### src/rtl/matmul_sequencer.sv
// matmul_sequencer: load/compute/output control for an NxN systolic MMU.
// Ports: clk, rst_n (async, active-low), start, host_valid, host_req_mat,
//   wm_load_mat, wm_addr, feeding_en, mmu_cycles, out_valid, out_idx,
//   busy, done; reuse_w only when MATMUL_SEQ_REUSE_EN is defined.
module matmul_sequencer #(
  parameter int N  = 2,
  parameter int AW = 3,
  parameter int CW = 3
) (
  input  logic          clk,
  input  logic          rst_n,
  input  logic          start,
  input  logic          host_valid,
  output logic          host_req_mat,
  output logic          wm_load_mat,
  output logic [AW-1:0] wm_addr,
  output logic          feeding_en,
  output logic [CW-1:0] mmu_cycles,
  output logic          out_valid,
  output logic [AW-1:0] out_idx,
  output logic          busy,
  output logic          done
`ifdef MATMUL_SEQ_REUSE_EN
  ,
  input  logic          reuse_w
`endif
);

  localparam int NN = N * N;
  localparam logic [AW-1:0] LAST_ADDR = AW'(2 * NN - 1);
  localparam logic [AW-1:0] ACT_BASE  = AW'(NN);
  localparam logic [AW-1:0] LAST_IDX  = AW'(NN - 1);
  localparam logic [CW-1:0] LAST_CYC  = CW'(3 * N - 2);

  typedef enum logic [1:0] {
    IDLE,
    LOAD,
    COMPUTE,
    OUTPUT
  } state_t;

  state_t        state, state_d;
  logic [AW-1:0] addr_q, addr_d;
  logic [CW-1:0] cyc_q, cyc_d;
  logic [AW-1:0] idx_q, idx_d;
  logic          done_q, done_d;
  logic [AW-1:0] base;

`ifdef MATMUL_SEQ_REUSE_EN
  logic wv_q, wv_d;

  // Skip the weight half only when a previous full load left it valid.
  assign base = (reuse_w && wv_q) ? ACT_BASE : '0;
`else
  assign base = '0;
`endif

  always_ff @(posedge clk or negedge rst_n) begin
    if (!rst_n) begin
      state  <= IDLE;
      addr_q <= '0;
      cyc_q  <= '0;
      idx_q  <= '0;
      done_q <= 1'b0;
`ifdef MATMUL_SEQ_REUSE_EN
      wv_q   <= 1'b0;
`endif
    end else begin
      state  <= state_d;
      addr_q <= addr_d;
      cyc_q  <= cyc_d;
      idx_q  <= idx_d;
      done_q <= done_d;
`ifdef MATMUL_SEQ_REUSE_EN
      wv_q   <= wv_d;
`endif
    end
  end

  always_comb begin
    state_d = state;
    addr_d  = addr_q;
    cyc_d   = cyc_q;
    idx_d   = idx_q;
    done_d  = 1'b0;
`ifdef MATMUL_SEQ_REUSE_EN
    wv_d    = wv_q;
`endif
    unique case (state)
      IDLE: begin
        if (start) begin
          state_d = LOAD;
          addr_d  = base;
        end
      end
      LOAD: begin
        if (host_valid) begin
          if (addr_q == LAST_ADDR) begin
            state_d = COMPUTE;
            addr_d  = '0;
`ifdef MATMUL_SEQ_REUSE_EN
            wv_d    = 1'b1;
`endif
          end else begin
            addr_d = addr_q + AW'(1);
          end
        end
      end
      COMPUTE: begin
        if (cyc_q == LAST_CYC) begin
          state_d = OUTPUT;
          cyc_d   = '0;
        end else begin
          cyc_d = cyc_q + CW'(1);
        end
      end
      OUTPUT: begin
        if (idx_q == LAST_IDX) begin
          state_d = IDLE;
          idx_d   = '0;
          done_d  = 1'b1;
        end else begin
          idx_d = idx_q + AW'(1);
        end
      end
      default: state_d = IDLE;
    endcase
  end

  // Counters are zero outside their own state, so the
  // count outputs are zero there without extra gating.
  assign host_req_mat = (state == LOAD);
  assign wm_load_mat  = host_req_mat & host_valid;
  assign wm_addr      = addr_q;
  assign feeding_en   = (state == COMPUTE);
  assign mmu_cycles   = cyc_q;
  assign out_valid    = (state == OUTPUT);
  assign out_idx      = idx_q;
  assign busy         = (state != IDLE);
  assign done         = done_q;

endmodule

### config.mk
export PLATFORM = sky130hd
export DESIGN_NAME = matmul_sequencer
export DESIGN_NICKNAME = d
export VERILOG_FILES = /design/src/rtl/matmul_sequencer.sv
export SDC_FILE = /design/constraint.sdc
export NUM_CORES = 1
export LEC_CHECK = 0
export CAP_MARGIN = 0
export CORE_AREA = 2 2 44 46
export CTS_BUF_LIST = sky130_fd_sc_hd__clkbuf_2
export DETAILED_ROUTE_END_ITERATION = 12
export DIE_AREA = 0 0 46 48
export GPL_ROUTABILITY_DRIVEN = 0
export PLACE_DENSITY = 0.75
export SLEW_MARGIN = 5
export SYNTH_ARGS = -nofsm -noshare
export SYNTH_HDL_FRONTEND = slang
export SYNTH_SLANG_ARGS = --single-unit
export TNS_END_PERCENT = 10
### constraint.sdc
create_clock -name clk -period 1.7 [get_ports clk]
set_clock_uncertainty 0.1 [all_clocks]
set_input_delay 0.255 -clock clk [delete_from_list [all_inputs] [get_ports clk]]
set_output_delay 0.255 -clock clk [all_outputs]
set_load 0.02 [all_outputs]
; ---- After elaboration in Yosys (flattened, before gate mapping)
; Index checks and enable logic that the tools add are counted.
[totals]
regBits = 12
elab_cells = 39
[classes]
reduce_logical = 5
n_mux = 14
n_addsub = 3
n_eq_ne = 11
bitwise = 1
[ops]
columns = cell, n
row1 = 2-to-1 mux 3 bit, 5
row2 = 2-to-1 mux 2 bit, 5
row3 = adder 3 x 1 -> 3 bit (second input constant), 3
row4 = one-hot mux 2 bit (4 select lines), 1
row5 = == test 3 bit (second input constant), 2
row6 = != test 2 x 1 -> 1 bit (second input constant), 3
row7 = one-hot mux 3 bit (2 select lines), 1
row8 = AND reduction 5 bit, 1
row9 = == test 2 bit (second input constant), 2
row10 = != test 2 bit (second input constant), 2
row11 = nonzero test 2 bit, 2
row12 = == test 3 x 2 -> 1 bit (second input constant), 1
row13 = AND reduction 3 bit, 1
row14 = == test 2 x 1 -> 1 bit (second input constant), 1
row15 = logical NOT 2 bit, 1
row16 = 2-to-1 mux 1 bit, 2
row17 = AND 1 bit, 1

; ---- Longest topological paths before layout
; Gate-level depths: netlist of run 1.
[depth]
depth_word = 4
mapped_depth = 6
ltp_nobuf = 6

; ---- Least setup slack after synthesis of run 1
; No wires, ideal clock.
[synth_timing]
path_type = register to register
startpoint = register state[1]
endpoint = register state[1]
period_less_slack_ps = 1803
t_arrival_ps = 1578
setup_slack_ps = -103
stages_incl_launch_ff = 7
setup_time_ps = 125
n_path_buf = 0
path_cell_list = dfrtp_1 inv_1 ha_1 inv_2 o22ai_2 nand4b_4 mux2_4
[synth_via]
elab_chain_cells = 3
[synth_rtl]
columns = element, line_no
row1 = "start, declared", 42  ; state_t state, state_d;
row2 = "start signal, assigned", 69  ; state <= state_d;
row3 = == test 2 x 1 -> 1 bit (*), -
row4 = named net host_req_mat, 14  ; output logic host_req_mat,
row5 = != test 2 x 1 -> 1 bit (no source line) / != test 2 bit (equally long branches), -
row6 = AND reduction 5 bit (no source line), -
; Mark *: on every way through the listed nets, which the timed path passes. The rest lies on a longest branch.
; A chain may end at the register's enable or synchronous reset.

; ---- Final worst setup path of run 1
[layout_timing]
startpoint = register state[0]
endpoint = register state[1]
[layout_via]
elab_chain_cells = 3
[layout_rtl]
columns = element, line_no
row1 = == test 2 bit (tied with other cells), 89  ; unique case (state)
row2 = != test 2 x 1 -> 1 bit (no source line) / != test 2 bit (equally long branches), -
row3 = AND reduction 5 bit (no source line), -
; Parallel ways exist; a longest one is shown, timed or not.

==> metrics.txt, run 1 <==
status=finished with violations; failing checks=negative setup slack; commonest non-fill, non-tap cell in the layout=buf_4; detailed-route via count=between 600 and 700; Reg2Reg Setup Slack=-0.02 ns; I/O Buffers=18; Yosys cell types=22; area delta synth->final=55.0%; Core Region=1690 sq um; Yosys top cell by area=dfrtp_1; Critical Setup Path Class=register to register; Adder-Cell Fraction of Synth Area=0.174; dpl ws=-0.137 ns; drt first pass iters=4; Post-Route WL=1660 microns; Final Critical Period=1.72 ns; worst ir drop on vdd=1.07 mV; Tot GR Track Use=0.178; sequential fraction of the synthesis area=0.417; Crit. End Element=register; FF-to-FF path depth=6; number of synthesized register bits=12; Hold Crit Class=input pin to asynchronous set/reset pin; Arrival @ worst endpoint=1.81 ns; clock sinks=12; 1st-iter DRT viols=4; Area after DPL=1070 sq um; pwr dens=between 2000 and 2500 nW/um^2; Multi-input gate area=418 sq um; mux cell area share after synthesis=0.0781; Clk Latency, worst-skew pair=0.28 ns; Synth Area in Simple Gates=0.141; grt met1 use=0.207; FILL cells=148; CTS Buffer Depth=2; syn_area_per_cell=10.6 sq um; fin crit share=1.01; drc violations=0; critical path peak fanout=4; initial antenna violation count=0; cell area after layout=1120 sq um; Via density=approximately 5.1; antenna cell count=0; MaxCap Viol Count=0; num rows=15; worst r2r dst=state[1]$_DFFE_PN0P_; IO Pins=19; wire per inst=13.1 microns; Yosys top cell area share=0.417; Synth Net Count=82; Routed Antenna Nets=0; yosys warns=0; Min Hold Slack=0.207 ns; Finished Layout Cells=~130; Final Hold Vio Count=0; Final nets=around 120; Max Slew Vio Count=0; Die Area=2210 sq um; Max Clk Rate=581 MHz; Fin Setup TNS=-0.0203 ns; Compound-Gate Fraction of Synth Area=0.144; first-pass GRT wire length=2660 microns; number of global-route vias before repair=622; Lkg Pwr=between 0.5 and 0.6 nW; Starting Density=0.427; largest net degree at the start of global routing=13; Syn Std Cell Area=approximately 720 sq um; most frequent cells in the layout=buf_4 (17), dfrtp_1 (10), ha_1 (7); Most Crowded Layer GR=met2; Placed Cells incl. Taps=between 100 and 150; gr ovfl total=0; Chip Width=46 microns; Clk pin slew, worst setup/hold paths=0.13 ns; Slew HR=0.632; CP Launch Type=register; dominant cells by area after synthesis=dfrtp_1 (42%), ha_1 (17%), o21ai_0 (4.9%); Post-Synth XOR/XNOR Area=0; H-tree Lvls=1; met3 GRT Util=0.0226; Worst-Margin Slew=0.550 ns; Setup violations, final=1; TritonCTS Buffers=3; RSZ-0062 raised after global routing=true; met2 usage=0.297; Post-Synthesis Cells=68; final worst slack=-0.0203 ns; CTS tree=yes; proportion of layout cells with a drive suffix above 1=0.404; Crit Reg-Reg Startpoint=state[0]$_DFFE_PN0P_; Root Buffer=clkbuf_2; largest family of logic cells by synthesized area=adder cells; Detail Placement HPWL=between 1000 and 1500 microns; Reg area=roughly 300 sq um; Die Height=approximately 48 microns; WP data required=between 1.5 and 2 ns
## worst max path at each step
stage               slack [ns]  cells past startpoint                   start                   end
floorplan                 0.01                      5  wm_addr[0]$_DFFE_PN0P_  state[1]$_DFFE_PN0P_
global placement         -0.12                      3              host_valid           wm_load_mat
detailed placement       -0.14                      3              host_valid           wm_load_mat
CTS                      -0.03                      4    state[0]$_DFFE_PN0P_                  busy
global route             -0.06                      6    state[0]$_DFFE_PN0P_  state[1]$_DFFE_PN0P_
finish                   -0.02                      6    state[0]$_DFFE_PN0P_  state[1]$_DFFE_PN0P_
## routing by layer
| layer | share of wire | wire, microns |
|---|---|---|
| met1 | 0.42 | 691 |
| met2 | 0.52 | 868 |
| met3 | 0.024 | 40 |
| met4 | 0.034 | 56 |
| met5 | 0 | 0 |
## synth_stat cells
master	n
a21oi_1	1
a22oi_1	3
and2_1	1
and2_2	1
and3_2	1
dfrtp_1	12
ha_1	10
inv_1	8
inv_2	1
mux2_2	1
mux2_4	1
mux2i_1	3
nand2_1	5
nand3_1	3
nand4b_4	1
nor2_1	4
o21ai_0	7
o21ai_1	1
o21ai_4	1
o22ai_2	1
o31ai_1	1
or2b_1	1
## report_power, final
part	switching [W]	leakage (nW)	internal [W]
Combinational	0.000775	0.425	0.000828
Sequential	0.0000997	0.149	0.000413
Clock	0.000104	0.0140	0.0000511
## cell families (layout without fill, tap and decap cells)
logic type,Yosys count,count (layout)
compound gates,15,15
buf+inv,9,50
flops,12,12
simple gates,17,17
mux,5,5
fa+ha+maj,10,10
## flip-flops by register name (all words and copies together), names as in the netlist
signal / count
out_idx: 3
wm_addr: 3
mmu_cycles: 3
state: 2
done: 1
## stage by stage
stage	utilization	power [W]
after global placement	0.632	0.00201
after global routing	0.661	0.00247
final	0.661	0.00227
after CTS	0.639	0.00219
after detailed placement	0.632	0.00208
after floorplan	-	0.00136
## critical path, cell delays in order (launching register included)
cell and delay [ns]:
dfrtp_1 0.45, buf_6 0.14, ha_4 0.17, buf_6 0.12, or2b_1 0.21, nand4b_4 0.12, mux2_4 0.31
## timing repair
| item | in CTS | in global routing |
|---|---|---|
| endpoints found under the hold margin | 0 | 0 |
| hold buffers | 0 | 0 |
| pin swaps | 0 | 2 |
| setup endpoints to repair | 11 | 11 |
| resized for setup | 19 | 20 |
| setup buffers | 1 | 1 |
## cell type report
cell class | count | share of cell area
clock buffers | 3 | 0.0134
clock inverters | 1 | 0.00336
inverters | 9 | 0.0325
multi-input cells | 47 | 0.374
flip-flops and latches | 12 | 0.271
well taps | 17 | 0.0190
repair buffers | 37 | 0.287
Note: power is estimated with default switching activity, not from simulation.
==> run 2, diff against run 1 <==
- PLACE_DENSITY: 0.75 -> 0.7
- RECOVER_POWER: unset -> 25
==> run 2 against run 1 <==
Effect of this change:
- the run now ends clean
- non-clock buffer count fell by 2
- hold slack improved by 0.078 ns
- fmax up 3.2%
- first-iteration DRC count is 50% lower
- cell count decreased by 1.6%
- combinational power is 4% lower
- global-route usage shrank 1.0 points
- sequential share of layout area grew 0.34 points
- sequential power shrank 1%
- utilization is 0.81 points lower
- die area unchanged
- routed wire length decreased by 7.9%
- largest cell class unchanged
- highest routed layer unchanged
==> metrics.txt, run 2 (synthesis gave the netlist of run 1 again) <==
status=finished clean (was finished with violations); I/O Buffers=18 (unchanged); cts-stage hold buffer count=0 (unchanged); num rows=15 (unchanged); wire per inst=12.3 microns (was 13.1 microns); CP top delay family=flip-flops (unchanged); Chip Width=46 microns (unchanged); Max Slew Vio Count=0 (unchanged); WP data required=1.78 ns (was 1.79 ns); met3 WL=44 microns (was 40 microns); Via density=5.06 (was 5.07); number of global-route vias before repair=585 (was 622); initial antenna violation count=0 (unchanged); proportion of layout cells with a drive suffix above 1=0.374 (was 0.404); antenna cell count=0 (unchanged); Critical path buffers and inverters=0 (was 2); CTS Buffer Depth=2 (unchanged); Lkg Pwr=0.573 nW (was 0.588 nW); Routed Antenna Nets=0 (unchanged); Reg2Reg Setup Slack=0.03 ns (was -0.02 ns); Slew HR=0.624 (was 0.632); Root Buffer=clkbuf_2 (unchanged); Final nets=122 (was 124); CP Launch Type=register (unchanged); met2 WL=774 microns (was 868 microns); H-tree Lvls=1 (unchanged); commonest non-fill, non-tap cell in the layout=buf_4 (unchanged); Max Clk Rate=600 MHz (was 581 MHz); crit path cell chain=ha_1, ha_2, or2b_1, nand4b_4, mux2_4 (was buf_6, ha_4, buf_6, or2b_1, nand4b_4, mux2_4); IO Pins=19 (unchanged); 1st-iter DRT viols=2 (was 4); post-CTS setup buffers=0 (was 1); Worst-Margin Slew=0.563 ns (was 0.550 ns); detailed-route via count=628 (was 639); Routed met1 length=687 microns (was 691 microns); Final Hold Vio Count=0 (unchanged); gr ovfl total=0 (unchanged); CP max-delay cell=dfrtp_2 (was dfrtp_1); FILL cells=152 (was 148); largest net degree at the start of global routing=13 (unchanged); CTS tree=yes (unchanged); Detail Placement HPWL=1270 microns (was 1310 microns); Post-Route WL=1530 microns (was 1660 microns); Min Hold Slack=0.286 ns (was 0.207 ns); PnR Total Power=0.00219 W (was 0.00227 W); worst ir drop on vdd=1.14 mV (was 1.07 mV); Critical Setup Path Class=register to register (unchanged); RSZ-0062 raised after global routing=true (unchanged); pwr dens=1990 nW/um^2 (was 2030 nW/um^2); Arrival @ worst endpoint=1.75 ns (was 1.81 ns); Setup violations, final=0 (was 1); MaxCap Viol Count=0 (unchanged); drt first pass iters=4 (unchanged); first-pass GRT wire length=2520 microns (was 2660 microns); FF-to-FF path depth=5 (was 6); Die Area=2210 sq um (unchanged); Crit Reg-Reg Startpoint=wm_addr[0]$_DFFE_PN0P_ (was state[0]$_DFFE_PN0P_); Tot GR Track Use=0.168 (was 0.178); Die Height=48 microns (unchanged); TritonCTS Buffers=3 (unchanged); DR top layer=met4 (unchanged); Hold Crit Class=input pin to asynchronous set/reset pin (unchanged); fin crit share=0.980 (was 1.01); Final Critical Period=1.67 ns (was 1.72 ns); Worst path max stage delay=0.43 ns (was 0.45 ns); Core Region=1690 sq um (unchanged); Clk Latency, worst-skew pair=0.28 ns (about the same); clock sinks=12 (unchanged); most frequent cells in the layout=buf_4 (15), dfrtp_1 (10), o21ai_0 (7) (was buf_4 (17), dfrtp_1 (10), ha_1 (7)); area delta synth->final=53.1% (was 55.0%); drc violations=0 (unchanged); Crit. End Element=register (unchanged); worst r2r dst=state[1]$_DFFE_PN0P_ (unchanged); Starting Density=0.427 (unchanged); Clk pin slew, worst setup/hold paths=0.13 ns (about the same); critical path peak fanout=2 (was 4)
[run 2: cell types whose count changed in the layout (fill, tap and decap cells not counted)]
| cell | delta |
|---|---|
| buf_4 | -2 |
| clkdlybuf4s15_1 | +2 |
| buf_2 | -1 |
| buf_6 | -1 |
| clkdlybuf4s50_1 | -1 |
| dlygate4sd3_1 | +1 |
| ha_1 | -1 |
| ha_2 | +1 |
| o21ai_0 | +1 |
| o21ai_1 | -1 |
| o31ai_1 | +1 |
| o31ai_2 | -1 |
[run 2: area by class of cell]
class,instances,area (sq um),area share
inverter,9,36.3,0.0329
tap,17,21.3,0.0193
timing repair buffer,35,309,0.280
multi-input combinational,47,415,0.376
sequential,12,303,0.274
clock buffer,3,15.0,0.0136
clock inverter,1,3.75,0.00340
[run 2: timing repair]
item / CTS / global route
endpoints found under the setup margin: 10 / 10
pin swaps: 0 / 0
gates resized for setup: 16 / 16
[run 2: how the worst max path moves through the flow]
stage	to	slack, ns	start	depth (start not counted)
finish	state[1]$_DFFE_PN0P_	0.03	wm_addr[0]$_DFFE_PN0P_	5
global route	state[1]$_DFFE_PN0P_	-0.04	state[0]$_DFFE_PN0P_	7
CTS	out_valid	-0.04	state[1]$_DFFE_PN0P_	3
detailed placement	wm_load_mat	-0.13	host_valid	3
global placement	wm_load_mat	-0.13	host_valid	3
floorplan	state[1]$_DFFE_PN0P_	0.01	wm_addr[0]$_DFFE_PN0P_	5
[run 2: where the power goes]
| group | internal, W | switching (W) |
|---|---|---|
| combinational | 0.000786 | 0.000743 |
| clock | 0.0000511 | 0.000106 |
| sequential | 0.000413 | 0.0000937 |
| total | 0.00125 | 0.000943 |
[run 2: stage by stage]
step                      instance area [sq um]  worst slack [ns]  instances   util  setup TNS, ns
after detailed placement                   1070            -0.125        120  0.632         -0.125
after CTS                                  1080           -0.0387        124  0.638        -0.0398
after floorplan                             738            0.0129         68      -              0
after global placement                     1070            -0.131        120  0.632         -0.136
after global routing                       1100           -0.0371        124  0.653        -0.0419
final                                      1100            0.0337        124  0.653              0
[run 2: per-layer routing]
layer / global-route usage / up-vias
li1: - / 314
met1: 0.198 / 293
met2: 0.289 / 18
met3: 0.0226 / 3
met4: 0.103 / 0
met5: 0 / -
==> run 3, diff against run 2 <==
- CAP_MARGIN: 0 -> unset
==> results of run 3 <==
No change in the layout: final DEF, timing and power equal those of run 2.
